`config.mk`:
```
export PLATFORM = sky130hd
export DESIGN_NAME = mfcc_sequencer_flat
export DESIGN_NICKNAME = d
export VERILOG_FILES = /design/src/rtl/mfcc_seq_if.sv /design/src/rtl/mfcc_sequencer.sv /design/src/flat_wrapper.sv
export SDC_FILE = /design/constraint.sdc
export NUM_CORES = 1
export LEC_CHECK = 0
export CAP_MARGIN = 20
export CORE_ASPECT_RATIO = 0.8
export CORE_MARGIN = 2
export CORE_UTILIZATION = 57
export DETAILED_ROUTE_END_ITERATION = 16
export GPL_TIMING_DRIVEN = 0
export PLACE_DENSITY = 0.82
export SKIP_CTS_REPAIR_TIMING = 1
export SYNTH_ARGS = -nofsm -noshare
export SYNTH_HDL_FRONTEND = slang
export SYNTH_SLANG_ARGS = --single-unit
```
`constraint.sdc`:
```
create_clock -name clk -period 3.3 [get_ports clk]
set_clock_uncertainty 0.15 [all_clocks]
set_input_delay 0.66 -clock clk [delete_from_list [all_inputs] [get_ports clk]]
set_output_delay 0.66 -clock clk [all_outputs]
set_load 0.02 [all_outputs]
```
`src/rtl/mfcc_seq_if.sv`:
```
// Control/status bundle between the MFCC pipeline sequencer and its environment.
// Audio handshake: a sample transfers on a rising edge where audio_valid and audio_ready are both 1.
interface mfcc_seq_if;
  logic        start;
  logic        abort;
  logic        continuous;
  logic        audio_valid;
  logic        frame_valid;
  logic        fft_valid;
  logic        mel_valid;
  logic        mfcc_valid;
  logic        audio_ready;
  logic        frame_en;
  logic        fft_en;
  logic        mel_en;
  logic        dct_en;
  logic        busy;
  logic        frame_done;
  logic [15:0] frame_count;
  logic        overrun;
  logic        timeout_err;
  logic [2:0]  state;

  modport master (
    output start, abort, continuous, audio_valid,
    output frame_valid, fft_valid, mel_valid, mfcc_valid,
    input  audio_ready, frame_en, fft_en, mel_en, dct_en,
    input  busy, frame_done, frame_count, overrun, timeout_err, state
  );

  modport slave (
    input  start, abort, continuous, audio_valid,
    input  frame_valid, fft_valid, mel_valid, mfcc_valid,
    output audio_ready, frame_en, fft_en, mel_en, dct_en,
    output busy, frame_done, frame_count, overrun, timeout_err, state
  );
endinterface

```
`src/rtl/mfcc_sequencer.sv`:
```
// Steps framing -> FFT -> mel filter -> log/DCT by counting each stage's valid beats,
// with a per-stage watchdog, sticky overrun/timeout flags and a completed-frame counter.
module mfcc_sequencer #(
  parameter int FRAME_SIZE  = 8,
  parameter int FFT_SIZE    = 8,
  parameter int NUM_FILTERS = 4,
  parameter int NUM_CEPS    = 8,
  parameter int TIMEOUT     = 64
) (
  input  logic       clk,
  input  logic       rst,
  mfcc_seq_if.slave  bus
);

  localparam logic [2:0] S_IDLE  = 3'd0;
  localparam logic [2:0] S_FRAME = 3'd1;
  localparam logic [2:0] S_FFT   = 3'd2;
  localparam logic [2:0] S_MEL   = 3'd3;
  localparam logic [2:0] S_DCT   = 3'd4;
  localparam logic [2:0] S_DONE  = 3'd5;
  localparam logic [2:0] S_ERROR = 3'd6;

  localparam logic [15:0] FRAME_N   = 16'(FRAME_SIZE);
  localparam logic [15:0] FFT_N     = 16'(FFT_SIZE);
  localparam logic [15:0] FILT_N    = 16'(NUM_FILTERS);
  localparam logic [15:0] CEPS_N    = 16'(NUM_CEPS);
  localparam logic [15:0] TIMEOUT_N = 16'(TIMEOUT);

  logic [2:0]  state_q, state_d;
  logic [15:0] beat_q, beat_d;
  logic [15:0] audio_cnt_q, audio_cnt_d;
  logic [15:0] wdog_q, wdog_d;
  logic [15:0] count_q, count_d;
  logic        overrun_q, overrun_d;
  logic        timeout_q, timeout_d;
  logic        audio_ready_q, audio_ready_d;
  logic        frame_en_q, frame_en_d;
  logic        fft_en_q, fft_en_d;
  logic        mel_en_q, mel_en_d;
  logic        dct_en_q, dct_en_d;
  logic        busy_q, busy_d;
  logic        frame_done_q, frame_done_d;

  logic        beat_hit;
  logic [15:0] beat_target;
  logic        audio_accept;
  logic        ovr_set;

  assign audio_accept = bus.audio_valid & audio_ready_q;
  assign ovr_set      = bus.audio_valid & ~audio_ready_q & busy_q;

  // Only the valid of the stage owning the current state counts as a beat.
  always_comb begin
    beat_hit    = 1'b0;
    beat_target = FRAME_N;
    case (state_q)
      S_FRAME: begin beat_hit = bus.frame_valid; beat_target = FRAME_N; end
      S_FFT:   begin beat_hit = bus.fft_valid;   beat_target = FFT_N;   end
      S_MEL:   begin beat_hit = bus.mel_valid;   beat_target = FILT_N;  end
      S_DCT:   begin beat_hit = bus.mfcc_valid;  beat_target = CEPS_N;  end
      default: ;
    endcase
  end

  always_comb begin
    state_d     = state_q;
    beat_d      = beat_q;
    audio_cnt_d = audio_cnt_q;
    wdog_d      = wdog_q;
    count_d     = count_q;
    overrun_d   = overrun_q | ovr_set;
    timeout_d   = timeout_q;
    case (state_q)
      S_IDLE: begin
        if (bus.start) begin
          state_d     = S_FRAME;
          beat_d      = '0;
          audio_cnt_d = '0;
          wdog_d      = '0;
          overrun_d   = 1'b0;
        end
      end
      S_FRAME, S_FFT, S_MEL, S_DCT: begin
        if (audio_accept) audio_cnt_d = audio_cnt_q + 16'd1;
        // A beat landing on the watchdog's last cycle still counts and rearms it.
        if (beat_hit) begin
          wdog_d = '0;
          if (beat_q == beat_target - 16'd1) begin
            state_d = state_q + 3'd1;
            beat_d  = '0;
            if (state_q == S_DCT) count_d = count_q + 16'd1;
          end else begin
            beat_d = beat_q + 16'd1;
          end
        end else if (wdog_q == TIMEOUT_N - 16'd1) begin
          state_d   = S_ERROR;
          timeout_d = 1'b1;
          beat_d    = '0;
          wdog_d    = '0;
        end else begin
          wdog_d = wdog_q + 16'd1;
        end
      end
      S_DONE: begin
        beat_d      = '0;
        audio_cnt_d = '0;
        wdog_d      = '0;
        state_d     = bus.continuous ? S_FRAME : S_IDLE;
      end
      S_ERROR: begin
        if (bus.start) begin
          state_d     = S_FRAME;
          beat_d      = '0;
          audio_cnt_d = '0;
          wdog_d      = '0;
          timeout_d   = 1'b0;
          overrun_d   = 1'b0;
        end
      end
      default: state_d = S_IDLE;
    endcase
    // Abort overrides everything above but keeps the frame count and sticky flags.
    if (bus.abort) begin
      state_d     = S_IDLE;
      beat_d      = '0;
      audio_cnt_d = '0;
      wdog_d      = '0;
      count_d     = count_q;
      timeout_d   = timeout_q;
      overrun_d   = overrun_q | ovr_set;
    end
  end

  always_comb begin
    frame_en_d    = (state_d == S_FRAME);
    fft_en_d      = (state_d == S_FFT);
    mel_en_d      = (state_d == S_MEL);
    dct_en_d      = (state_d == S_DCT);
    audio_ready_d = (state_d == S_FRAME) && (audio_cnt_d < FRAME_N);
    busy_d        = (state_d != S_IDLE) && (state_d != S_ERROR);
    frame_done_d  = (state_d == S_DONE);
  end

  always_ff @(posedge clk) begin
    if (!rst) begin
      state_q       <= S_IDLE;
      beat_q        <= '0;
      audio_cnt_q   <= '0;
      wdog_q        <= '0;
      count_q       <= '0;
      overrun_q     <= 1'b0;
      timeout_q     <= 1'b0;
      audio_ready_q <= 1'b0;
      frame_en_q    <= 1'b0;
      fft_en_q      <= 1'b0;
      mel_en_q      <= 1'b0;
      dct_en_q      <= 1'b0;
      busy_q        <= 1'b0;
      frame_done_q  <= 1'b0;
    end else begin
      state_q       <= state_d;
      beat_q        <= beat_d;
      audio_cnt_q   <= audio_cnt_d;
      wdog_q        <= wdog_d;
      count_q       <= count_d;
      overrun_q     <= overrun_d;
      timeout_q     <= timeout_d;
      audio_ready_q <= audio_ready_d;
      frame_en_q    <= frame_en_d;
      fft_en_q      <= fft_en_d;
      mel_en_q      <= mel_en_d;
      dct_en_q      <= dct_en_d;
      busy_q        <= busy_d;
      frame_done_q  <= frame_done_d;
    end
  end

  assign bus.state       = state_q;
  assign bus.audio_ready = audio_ready_q;
  assign bus.frame_en    = frame_en_q;
  assign bus.fft_en      = fft_en_q;
  assign bus.mel_en      = mel_en_q;
  assign bus.dct_en      = dct_en_q;
  assign bus.busy        = busy_q;
  assign bus.frame_done  = frame_done_q;
  assign bus.frame_count = count_q;
  assign bus.overrun     = overrun_q;
  assign bus.timeout_err = timeout_q;

endmodule

```
`src/flat_wrapper.sv`:
```
// flat-port wrapper written by rule: the top's interface ports become plain ports
module mfcc_sequencer_flat 
#(
  parameter int FRAME_SIZE  = 8,
  parameter int FFT_SIZE    = 8,
  parameter int NUM_FILTERS = 4,
  parameter int NUM_CEPS    = 8,
  parameter int TIMEOUT     = 64
)
  (clk, rst, bus_start, bus_abort, bus_continuous, bus_audio_valid, bus_frame_valid, bus_fft_valid, bus_mel_valid, bus_mfcc_valid, bus_audio_ready, bus_frame_en, bus_fft_en, bus_mel_en, bus_dct_en, bus_busy, bus_frame_done, bus_frame_count, bus_overrun, bus_timeout_err, bus_state);
  mfcc_seq_if bus_i ();
  input  logic clk;
  input  logic rst;
  input wire logic [$bits(bus_i.start)-1:0] bus_start;
  input wire logic [$bits(bus_i.abort)-1:0] bus_abort;
  input wire logic [$bits(bus_i.continuous)-1:0] bus_continuous;
  input wire logic [$bits(bus_i.audio_valid)-1:0] bus_audio_valid;
  input wire logic [$bits(bus_i.frame_valid)-1:0] bus_frame_valid;
  input wire logic [$bits(bus_i.fft_valid)-1:0] bus_fft_valid;
  input wire logic [$bits(bus_i.mel_valid)-1:0] bus_mel_valid;
  input wire logic [$bits(bus_i.mfcc_valid)-1:0] bus_mfcc_valid;
  output wire logic [$bits(bus_i.audio_ready)-1:0] bus_audio_ready;
  output wire logic [$bits(bus_i.frame_en)-1:0] bus_frame_en;
  output wire logic [$bits(bus_i.fft_en)-1:0] bus_fft_en;
  output wire logic [$bits(bus_i.mel_en)-1:0] bus_mel_en;
  output wire logic [$bits(bus_i.dct_en)-1:0] bus_dct_en;
  output wire logic [$bits(bus_i.busy)-1:0] bus_busy;
  output wire logic [$bits(bus_i.frame_done)-1:0] bus_frame_done;
  output wire logic [$bits(bus_i.frame_count)-1:0] bus_frame_count;
  output wire logic [$bits(bus_i.overrun)-1:0] bus_overrun;
  output wire logic [$bits(bus_i.timeout_err)-1:0] bus_timeout_err;
  output wire logic [$bits(bus_i.state)-1:0] bus_state;
  assign bus_i.start = bus_start;
  assign bus_i.abort = bus_abort;
  assign bus_i.continuous = bus_continuous;
  assign bus_i.audio_valid = bus_audio_valid;
  assign bus_i.frame_valid = bus_frame_valid;
  assign bus_i.fft_valid = bus_fft_valid;
  assign bus_i.mel_valid = bus_mel_valid;
  assign bus_i.mfcc_valid = bus_mfcc_valid;
  assign bus_audio_ready = bus_i.audio_ready;
  assign bus_frame_en = bus_i.frame_en;
  assign bus_fft_en = bus_i.fft_en;
  assign bus_mel_en = bus_i.mel_en;
  assign bus_dct_en = bus_i.dct_en;
  assign bus_busy = bus_i.busy;
  assign bus_frame_done = bus_i.frame_done;
  assign bus_frame_count = bus_i.frame_count;
  assign bus_overrun = bus_i.overrun;
  assign bus_timeout_err = bus_i.timeout_err;
  assign bus_state = bus_i.state;
  mfcc_sequencer #(.FRAME_SIZE(FRAME_SIZE), .FFT_SIZE(FFT_SIZE), .NUM_FILTERS(NUM_FILTERS), .NUM_CEPS(NUM_CEPS), .TIMEOUT(TIMEOUT)) u_core (.clk(clk), .rst(rst), .bus(bus_i));
endmodule
```
==> metrics.txt <==
# TYPE chip_impl_metric gauge
chip_impl_metric{name="synth-edff-count",unit=""} 0
chip_impl_metric{name="max_cap_viol_count",unit=""} 0
chip_impl_metric{name="reg2reg_slack",unit="ns"} 0.16
chip_impl_metric{name="final_layout_size_suffix_gt1_share",unit="%"} 8.54
chip_impl_metric{name="fin_setup_tns",unit="ns"} 0
chip_impl_metric{name="clkLatencyLatePin",unit="ns"} 0.36
chip_impl_info{name="timing.critical_path.to_type",value="flip-flop"} 1
chip_impl_metric{name="ioPinCount",unit=""} 38
chip_impl_metric{name="grt_usage",unit="%"} 24.9
chip_impl_info{name="cp_launch_type",value="flip-flop"} 1
chip_impl_metric{name="timing.final.hold_violations",unit=""} 0
chip_impl_metric{name="detail_route.wl_per_cell",unit="um"} 15.3
chip_impl_metric{name="wire_length_of_the_first_global_routing_pass",unit="um"} 15500
chip_impl_metric{name="timing.final.setup_violations",unit=""} 0
chip_impl_metric{name="area_delta_synth_final",unit="%"} 17.8
chip_impl_metric{name="max_stage_delay",unit="ns"} 0.76
chip_impl_metric{name="power.static_leakage",unit="nW"} 1.62
chip_impl_metric{name="core-area",unit="mm2"} 0.00679
chip_impl_info{name="cts_tree",value="yes"} 1
chip_impl_info{name="result_of_the_run",value="complete, no violations"} 1
chip_impl_metric{name="p_total",unit="mW"} 1.85
chip_impl_metric{name="die_h",unit="um"} 78.5
chip_impl_metric{name="globalplace.congestion",unit=""} 0.898
chip_impl_metric{name="antenna_left",unit=""} 0
chip_impl_metric{name="fraction_of_synthesized_cell_area_taken_by_the_top_area_cell_type",unit="%"} 38.5
chip_impl_info{name="grt_setup_unrepaired",value="no"} 1
chip_impl_metric{name="floorplan.initialDensity",unit="%"} 58.3
chip_impl_info{name="globalRoute.busiestLayer",value="met2"} 1
chip_impl_metric{name="post_synth.cell_area_avg",unit="um2"} 8.35
chip_impl_info{name="synth_top_area_cell",value="sky130_fd_sc_hd__dfxtp_1"} 1
chip_impl_metric{name="total_via_count_in_the_routed_design",unit=""} 3619
chip_impl_info{name="hold_start",value="u_core.wdog_q[14]"} 1
chip_impl_info{name="slowest_stage",value="sky130_fd_sc_hd__or4_2"} 1
chip_impl_info{name="rr_endpoint",value="u_core.beat_q[6]"} 1
chip_impl_metric{name="routed_wl",unit="um"} 9410
chip_impl_metric{name="first_pass_iters",unit=""} 5
chip_impl_metric{name="nNetsFinal",unit=""} 541
chip_impl_metric{name="first_global_vias",unit=""} 3313
chip_impl_metric{name="highest_attainable_clock_frequency",unit="GHz"} 0.319
chip_impl_metric{name="numPortBuffers",unit=""} 36
chip_impl_metric{name="final-instance-count-excl-fill",unit=""} 614
chip_impl_info{name="synth_top_area_cells",value="sky130_fd_sc_hd__dfxtp_1, sky130_fd_sc_hd__nor2_1, sky130_fd_sc_hd__xor2_1"} 1
chip_impl_info{name="clock_tree.root_cell",value="sky130_fd_sc_hd__clkbuf_8"} 1
chip_impl_metric{name="fp-row-count",unit=""} 27
chip_impl_info{name="critical_path.reg2reg.startpoint",value="u_core.bus.state[0]"} 1
chip_impl_metric{name="synth_cell_type_count",unit=""} 65
chip_impl_metric{name="cp_num_buf_inv",unit=""} 2
chip_impl_metric{name="cts-buffers-inserted",unit=""} 9
chip_impl_metric{name="cells_on_worst_reg2reg_path",unit=""} 10
chip_impl_metric{name="drv_slew",unit=""} 0
chip_impl_metric{name="vias_per_cell",unit=""} 5.89
chip_impl_metric{name="min_delay_path_depth",unit=""} 2
chip_impl_metric{name="drc",unit=""} 0
chip_impl_info{name="criticalPathCategory",value="flip-flop to flip-flop"} 1
chip_impl_info{name="hp-class",value="flip-flop to flip-flop"} 1
chip_impl_info{name="postSynth.topFlopCell",value="sky130_fd_sc_hd__dfxtp_1"} 1
chip_impl_metric{name="grtUsageMet2",unit="%"} 38.4
chip_impl_metric{name="clk_pin_slew",unit="ns"} 0.08
chip_impl_metric{name="globalRouteOverflowTotal",unit=""} 0
chip_impl_metric{name="synth_warnings",unit=""} 0
chip_impl_metric{name="pin_count_of_the_biggest_net_entering_global_routing",unit=""} 15
chip_impl_metric{name="design.die.area",unit="mm2"} 0.00763
chip_impl_metric{name="synth-seq-cells",unit=""} 76
chip_impl_metric{name="postSynthNetCount",unit=""} 493
chip_impl_info{name="cp_cell_sequence",value="inv_1 -> ha_1 -> or4_2 -> o21ai_2 -> a31oi_2 -> and4_1 -> buf_2 -> and3_1 -> xnor2_1 -> nor2_1"} 1
chip_impl_metric{name="cts-htree-levels",unit=""} 3
chip_impl_metric{name="post-route-period-util",unit="%"} 95.1
chip_impl_metric{name="critical_path_arrival",unit="ns"} 3.22
chip_impl_metric{name="synthesis.instances",unit=""} 474
chip_impl_metric{name="final_period_minus_worst_setup_slack",unit="ns"} 3.14
chip_impl_metric{name="timing.slew.headroom",unit="%"} 58.5
chip_impl_metric{name="antenna_violations_before_repair",unit=""} 0
chip_impl_metric{name="critPathMaxFanout",unit=""} 9
chip_impl_metric{name="dpl.cell_count",unit=""} 597
chip_impl_metric{name="diodes",unit=""} 0
chip_impl_metric{name="cts_buffer_depth",unit=""} 2
chip_impl_metric{name="tightestPinTransition",unit="ns"} 0.617
chip_impl_metric{name="grt.met1_usage",unit="%"} 34.6
chip_impl_metric{name="die_width",unit="um"} 97.1
chip_impl_metric{name="dpl.hpwl",unit="um"} 6760
chip_impl_info{name="path_delay_family",value="simple AND/OR/NAND/NOR gates"} 1
chip_impl_metric{name="use_met3",unit="%"} 6.95
chip_impl_metric{name="synth.yosys.seq_area_share",unit="%"} 38.5
chip_impl_metric{name="vdd_ir_drop_max",unit="V"} 0.000258
chip_impl_metric{name="post_synth_instance_area",unit="mm2"} 0.00396
chip_impl_metric{name="post-route-util",unit="%"} 68.7
chip_impl_metric{name="power-per-cell-area",unit="mW/mm2"} 396
chip_impl_metric{name="worstPathRequired",unit="ns"} 3.39
chip_impl_info{name="hold_end",value="u_core.wdog_q[14]"} 1
chip_impl_metric{name="drt-initial-drc-count",unit=""} 224
chip_impl_metric{name="ys_async_sr_fraction",unit="%"} 0
chip_impl_metric{name="cts.sinks",unit=""} 76
[final cells by class]
type	count	area (um2)
clock inverters	7	98.8
flip-flops and latches	76	1520
plain buffers	19	103
repair buffers	37	365
well taps	87	109
inverters	8	30.0
clock buffers	9	124
fillers	552	2130
multi-input cells	371	2310
[layer usage]
layer / share of wire [%] / vias up
met3: 5.8 / 13
li1: - / 1813
met1: 49 / 1694
met4: 0.99 / 0
met5: 0 / -
met2: 45 / 99
[Yosys cell counts (all sizes together) (11+ instances only)]
library cell,instances
dfxtp,76
nor2,73
nand2,42
xor2,24
nand3,23
a21oi,20
nand4,17
o21ai,17
xnor2,16
and3,14
nor3,13
a31oi,11
[worst register-to-register path: cells and delay by family (launching register included)]
family	cells	cell delay [ns]
buffers and inverters	2	0.27
adders and majority gates	1	0.31
xor gates and xnor gates	1	0.13
DFF	1	0.42
and+or+nand+nor	4	1.30
AOI/OAI and AO/OA	2	0.42
[cells by family (layout without fill, tap and decap cells)]
family / Yosys count / in the layout / synth area share (%)
flops: 76 / 76 / 38.5
xor+xnor: 40 / 40 / 8.86
mux: 4 / 4 / 1.01
fa+ha+maj: 9 / 9 / 2.85
simple gates: 236 / 236 / 31.5
buf+inv: 27 / 80 / 3.32
compound gates: 82 / 82 / 14.0
[flip-flops by register name, summed over array words and instances (netlist names), 3 cells and up]
name / cells
u_core.audio_cnt_q: 16
u_core.beat_q: 16
u_core.bus.frame_count: 16
u_core.wdog_q: 16
u_core.bus.state: 3
[per-stage QoR]
stage / setup slack, ns / cell area [um2] / hold slack [ns]
after global placement: -0.185 / 4430 / 0.318
after global routing: 0.0185 / 4660 / 0.378
after floorplan: 0.306 / 3960 / 0.304
final: 0.163 / 4660 / 0.338
after detailed placement: -0.196 / 4430 / 0.324
after CTS: -0.0161 / 4650 / 0.335
[report_power, final]
group / switching (mW) / internal, mW / leakage, nW
registers: 0.00522 / 0.920 / 0.613
clock network: 0.372 / 0.430 / 0.110
logic: 0.0765 / 0.0434 / 0.898
[layout by cell type (no fill, tap or decap), types with 4 or more instances in the layout]
master                            count
sky130_fd_sc_hd__nand2_1             42
sky130_fd_sc_hd__clkbuf_8            10
sky130_fd_sc_hd__nand3_1             23
sky130_fd_sc_hd__nor3_1              12
sky130_fd_sc_hd__nor2_1              73
sky130_fd_sc_hd__dfxtp_1             75
sky130_fd_sc_hd__and2_1               7
sky130_fd_sc_hd__inv_1                7
sky130_fd_sc_hd__o21ai_0             16
sky130_fd_sc_hd__xor2_1              24
sky130_fd_sc_hd__a21o_1               5
sky130_fd_sc_hd__buf_2                4
sky130_fd_sc_hd__and4_1               7
sky130_fd_sc_hd__clkdlybuf4s50_1     36
sky130_fd_sc_hd__and3_1              14
sky130_fd_sc_hd__nand4_1             16
sky130_fd_sc_hd__mux2i_1              4
sky130_fd_sc_hd__ha_1                 9
sky130_fd_sc_hd__clkbuf_1             8
sky130_fd_sc_hd__a21oi_1             20
sky130_fd_sc_hd__nor4_1               8
sky130_fd_sc_hd__xnor2_1             16
sky130_fd_sc_hd__a31oi_1             10
[how the worst max path moves through the flow]
| stage | start | endpoint | slack [ns] | cells after the start |
|---|---|---|---|---|
| 2_1_floorplan | u_core.bus.state[0] | u_core.beat_q[6] | 0.31 | 10 |
| 5_1_grt | u_core.bus.state[0] | u_core.beat_q[6] | 0.02 | 10 |
| 4_1_cts | u_core.bus.state[0] | u_core.beat_q[6] | -0.02 | 10 |
| 3_5_place_dp | bus_mfcc_valid | u_core.bus.frame_count[8] | -0.20 | 8 |
| 3_3_place_gp | bus_mfcc_valid | u_core.bus.frame_count[12] | -0.19 | 8 |
| 6_report | u_core.bus.state[0] | u_core.beat_q[6] | 0.16 | 10 |
Power figures use the tool's default switching activity.
